$ cat config.mk
export PLATFORM = sky130hd
export DESIGN_NAME = uart_tx_serializer
export DESIGN_NICKNAME = d
export VERILOG_FILES = /design/src/rtl/uart_tx_serializer.sv
export SDC_FILE = /design/constraint.sdc
export NUM_CORES = 1
export LEC_CHECK = 0
export CORE_MARGIN = 2
export CORE_UTILIZATION = 25
export CTS_BUF_LIST = sky130_fd_sc_hd__clkbuf_4 sky130_fd_sc_hd__clkbuf_8
export CTS_CLUSTER_DIAMETER = 100
export CTS_CLUSTER_SIZE = 16
export DETAILED_ROUTE_END_ITERATION = 7
export SYNTH_ARGS = -nofsm -noshare
export SYNTH_HDL_FRONTEND = slang
export SYNTH_SLANG_ARGS = --single-unit
$ cat constraint.sdc
create_clock -name tClk -period 3.6 [get_ports tClk]
set_input_delay 0.72 -clock tClk [delete_from_list [all_inputs] [get_ports tClk]]
set_output_delay 0.72 -clock tClk [all_outputs]
set_load 0.01 [all_outputs]
$ cat src/rtl/uart_tx_serializer.sv
// uart_tx_serializer: parallel-to-serial UART transmit stage.
// Frame: start bit, 8 data bits LSB first, optional parity bit, STOP_BITS stop bits.
// Bit timing comes from an internal divide-by-CLK_PER_BIT baud counter.
// Optional parity bit is compiled in with the macro UART_TX_PARITY_EN.
module uart_tx_serializer #(
  parameter int CLK_PER_BIT = 16,
  parameter int STOP_BITS   = 1
) (
  input  logic       tClk,
  input  logic       tRst,
  input  logic [7:0] tdataIn,
  input  logic       tLoad,
  input  logic       tOddParity,
  output logic       tTxD,
  output logic       tReady,
  output logic       tBusy,
  output logic       tDone
);

  localparam int              CW        = $clog2(CLK_PER_BIT);
  localparam logic [CW-1:0]   BAUD_LAST = CW'(CLK_PER_BIT - 1);
  localparam logic [2:0]      STOP_LAST = 3'(STOP_BITS - 1);

  // Reject illegal configurations at elaboration time.
  generate
    if (STOP_BITS != 1 && STOP_BITS != 2) begin : g_bad_stop_bits
      $error("uart_tx_serializer: STOP_BITS must be 1 or 2");
    end
    if (CLK_PER_BIT < 2 || CLK_PER_BIT > 65535) begin : g_bad_clk_per_bit
      $error("uart_tx_serializer: CLK_PER_BIT must be in 2..65535");
    end
  endgenerate

  typedef enum logic [2:0] {
    S_IDLE   = 3'd0,
    S_START  = 3'd1,
    S_DATA   = 3'd2,
`ifdef UART_TX_PARITY_EN
    S_PARITY = 3'd3,
`endif
    S_STOP   = 3'd4
  } state_t;

  state_t          state_q, state_d;
  logic [CW-1:0]   baud_cnt_q, baud_cnt_d;
  logic [2:0]      bit_cnt_q, bit_cnt_d;
  logic [7:0]      shift_q, shift_d;
  logic            txd_q, txd_d;
  logic            busy_q, busy_d;
  logic            done_q, done_d;
  logic            baud_last;

`ifdef UART_TX_PARITY_EN
  // Parity bit is resolved at load time so the shifting data can be discarded.
  logic            parity_q, parity_d;
`else
  logic            unused_odd_parity;
  assign unused_odd_parity = tOddParity;
`endif

  assign baud_last = (baud_cnt_q == BAUD_LAST);

  // Next-state, counter and serial-line decode.
  always_comb begin
    state_d    = state_q;
    baud_cnt_d = baud_cnt_q;
    bit_cnt_d  = bit_cnt_q;
    shift_d    = shift_q;
    txd_d      = txd_q;
    busy_d     = busy_q;
    done_d     = 1'b0;
`ifdef UART_TX_PARITY_EN
    parity_d   = parity_q;
`endif
    if (state_q != S_IDLE) begin
      baud_cnt_d = baud_last ? '0 : baud_cnt_q + CW'(1);
    end
    case (state_q)
      S_IDLE: begin
        txd_d  = 1'b1;
        busy_d = 1'b0;
        if (tLoad) begin
          state_d    = S_START;
          txd_d      = 1'b0;
          busy_d     = 1'b1;
          shift_d    = tdataIn;
          baud_cnt_d = '0;
          bit_cnt_d  = 3'd0;
`ifdef UART_TX_PARITY_EN
          parity_d   = (^tdataIn) ^ tOddParity;
`endif
        end
      end
      S_START: begin
        if (baud_last) begin
          state_d   = S_DATA;
          txd_d     = shift_q[0];
          bit_cnt_d = 3'd0;
        end
      end
      S_DATA: begin
        if (baud_last) begin
          if (bit_cnt_q == 3'd7) begin
            bit_cnt_d = 3'd0;
`ifdef UART_TX_PARITY_EN
            state_d   = S_PARITY;
            txd_d     = parity_q;
`else
            state_d   = S_STOP;
            txd_d     = 1'b1;
`endif
          end else begin
            shift_d   = {1'b0, shift_q[7:1]};
            txd_d     = shift_q[1];
            bit_cnt_d = bit_cnt_q + 3'd1;
          end
        end
      end
`ifdef UART_TX_PARITY_EN
      S_PARITY: begin
        if (baud_last) begin
          state_d   = S_STOP;
          txd_d     = 1'b1;
          bit_cnt_d = 3'd0;
        end
      end
`endif
      S_STOP: begin
        if (baud_last) begin
          if (bit_cnt_q == STOP_LAST) begin
            state_d   = S_IDLE;
            txd_d     = 1'b1;
            busy_d    = 1'b0;
            done_d    = 1'b1;
            bit_cnt_d = 3'd0;
          end else begin
            bit_cnt_d = bit_cnt_q + 3'd1;
          end
        end
      end
      default: begin
        state_d = S_IDLE;
        txd_d   = 1'b1;
        busy_d  = 1'b0;
      end
    endcase
  end

  // State and datapath registers; reset abandons any frame in flight.
  always_ff @(posedge tClk) begin
    if (tRst) begin
      state_q    <= S_IDLE;
      baud_cnt_q <= '0;
      bit_cnt_q  <= 3'd0;
      shift_q    <= 8'd0;
      txd_q      <= 1'b1;
      busy_q     <= 1'b0;
      done_q     <= 1'b0;
`ifdef UART_TX_PARITY_EN
      parity_q   <= 1'b0;
`endif
    end else begin
      state_q    <= state_d;
      baud_cnt_q <= baud_cnt_d;
      bit_cnt_q  <= bit_cnt_d;
      shift_q    <= shift_d;
      txd_q      <= txd_d;
      busy_q     <= busy_d;
      done_q     <= done_d;
`ifdef UART_TX_PARITY_EN
      parity_q   <= parity_d;
`endif
    end
  end

  assign tTxD   = txd_q;
  assign tBusy  = busy_q;
  assign tDone  = done_q;
  assign tReady = (state_q == S_IDLE);

endmodule

==> reports/qor.yml <==
status: "completed"
drv_cap: 0
vdd_drop_max_mv: 0.169
min_from: "shift_q[7]"
dp_hpwl_um: 1720
grt_pass1_vias: 958
slowest_stage: "clkdlybuf4s50_1"
antenna_found_initial: 0
grt_pass1_wl_um: 4460
power_density_nw_per_um2: 333
p_leak_uw: 0.000479
synth_area_leaders: "dfxtp_1 (34%), mux2i_1 (9.8%), a21oi_1 (5.3%)"
worstPathMaxFanout: 10
die_area_um2: 5470
ys_ff_latch: 21
core_um2: 4720
synth_compound_area_frac: 0.201
num_antenna_cells: 0
grt_max_degree: 24
fmax_mhz: 387
h-tree-depth: 1
ctsHoldBuffers: 0
post_cts_buffers: 0
ios: 16
fin_skew_ns: 0.00335
synth-edff-count: 0
synth_area_um2: 1220
layout_min_cycle_time_ns: 2.58
slew_viol_final: 0
r2r_start: "baud_cnt_q[0]"
synth_top_cell_by_area: "dfxtp_1"
final_cell_mix: "dfxtp_1 (21), clkdlybuf4s50_1 (14), a21oi_1 (13), mux2i_1 (12), a211oi_1 (8)"
port_buffers: 14
start_util: 0.259
endpoint: "tReady"
clock_latency_ns: 0.26
ys_types: 39
slew_headroom: 0.431
fin_nets: 160
rr_endpoint: "shift_q[7]"
final_area_um2: 1430
yosysTopAreaCellShare: 0.344
cts_tree: "done"
synthAdderAreaFrac: 0.0511
synth_cells: 132
setup.worst_path.start_class: "flop"
cts_made_buffers: 3
syn_to_final_growth_pct: 16.5
worstPathCellList: "or3_4 > inv_2 > clkdlybuf4s50_1"
vias: 966
rows: 25
synth_xor_area_frac: 0
min_path_type: "reg2reg"
startpoint: "state_q[2]"
drcViolationCount: 0
layout_commonest_cell: "dfxtp_1"
synthMuxAreaShare: 0.0982
critical_path.top_delay_family: "buffers and inverters"
clkTransAtPathRegs_ns: 0.08
die-height_um: 74.0
drtPass1Iterations: 4
critPathArrivalTime_ns: 1.86
placed_area_um2: 1380
syn_nets: 149
synth_area_per_cell_um2: 9.27
fin_tns_setup_ns: 0
crit_type: "reg2out"
async_reset_ff_frac: 0
die-width_um: 74.0
period_share: 0.717
routed_via_density: 4.62
clock_sinks: 21
path_depth: 3
cp-end-kind: "output port"
synth-simple-area-share: 0.234
drive_gt1_frac: 0.113
drt-total-wl_um: 2460
r2r_slack_ns: 1.81
worst_pin_slew_ns: 0.850
gr-total-overflow: 0
root_buffer: "clkbuf_8"
wl_per_cell_um: 11.8
required_ns: 2.88
globalplace.congestion: 0.728
ant_nets: 0
synth_top_family_by_area: "simple AND/OR/NAND/NOR gates"
synth_ff_type: "dfxtp_1"
cts_buffer_depth: 2
seq_area_frac_synth: 0.344
rsz0062_at_grt: "false"
r2r_cells: 5
critPathMaxStageDelay_ns: 0.54
drt_iter0_markers: 50
fillers: 508
synth_warnings: 0
path_buf_inv: 2
ctsResizeCount: 0
setup_viol: 0
grt_usage: 0.104
hold_viol: 0
routing by layer:
metal  wire [um]  up-vias  track usage
met1        1250      443        0.141
li1            -      501            -
met5           0        -            0
met3         109        4       0.0312
met2        1090       18        0.165
met4          17        0       0.0242
report_power, final:
group          total [uW]  internal (uW)  switching [uW]
Clock                 159           77.3            81.7
Sequential            252            243            8.74
Combinational        64.5           33.5            31.0
worst min path at each step:
stage,slack [ns],end,depth (start not counted)
global placement,0.46,shift_q[7],2
global route,0.51,shift_q[7],2
CTS,0.49,shift_q[7],2
detailed placement,0.48,shift_q[7],2
finish,0.48,shift_q[7],2
floorplan,0.45,shift_q[7],2
per-stage QoR:
stage               setup WS [ns]  cells  total power, uW  hold WS, ns  utilization
floorplan                    1.94    132              298        0.449            -
global placement             1.26    205              322        0.464        0.292
detailed placement           1.26    205              323        0.478        0.292
CTS                          1.02    209              483        0.490        0.302
global route                0.922    209              501        0.506        0.302
finish                       1.02    209              475        0.481        0.302
sequential cells by signal (all words and copies together) (netlist names):
register and flops:
baud_cnt_q 4, bit_cnt_q 3, shift_q 8, state_q 3
tBusy 1, tDone 1, tTxD 1
worst reg2reg max path: cells and delay by family, from the launching register on:
family	cells	cell delay [ns]
and+or+nand+nor	2	0.57
DFF	1	0.38
AOI/OAI and AO/OA	1	0.30
adders and majority gates	1	0.26
muxes	1	0.22
cell usage after synthesis (all sizes together), types with 2 or more instances:
cell	number
inv	5
a21oi	13
nand2	5
or3b	2
or3	2
ha	5
nor3b	2
and3	2
nand2b	7
nor3	2
nand3	7
a211oi	10
buf	6
o21ai	9
nor4	2
dfxtp	21
nand3b	2
mux2i	12
and2	2
clkbuf	2
nor2	7
cells by family after synthesis:
logic type	count (synthesis)
AND/OR/NAND/NOR	45
AO/OA/AOI/OAI	36
flip-flops	21
buffers and inverters	13
multiplexers	12
adder cells (fa/ha/maj)	5
area by class of cell:
class | instances | area (um^2) | area share
Clock buffer | 3 | 41.3 | 0.0290
Clock inverter | 1 | 5.00 | 0.00351
Multi-Input combinational cell | 98 | 716 | 0.502
Timing Repair Buffer | 14 | 140 | 0.0983
Sequential cell | 21 | 420 | 0.295
Inverter | 5 | 18.8 | 0.0132
Tap cell | 67 | 83.8 | 0.0588
(Power assumes the default switching activity.)
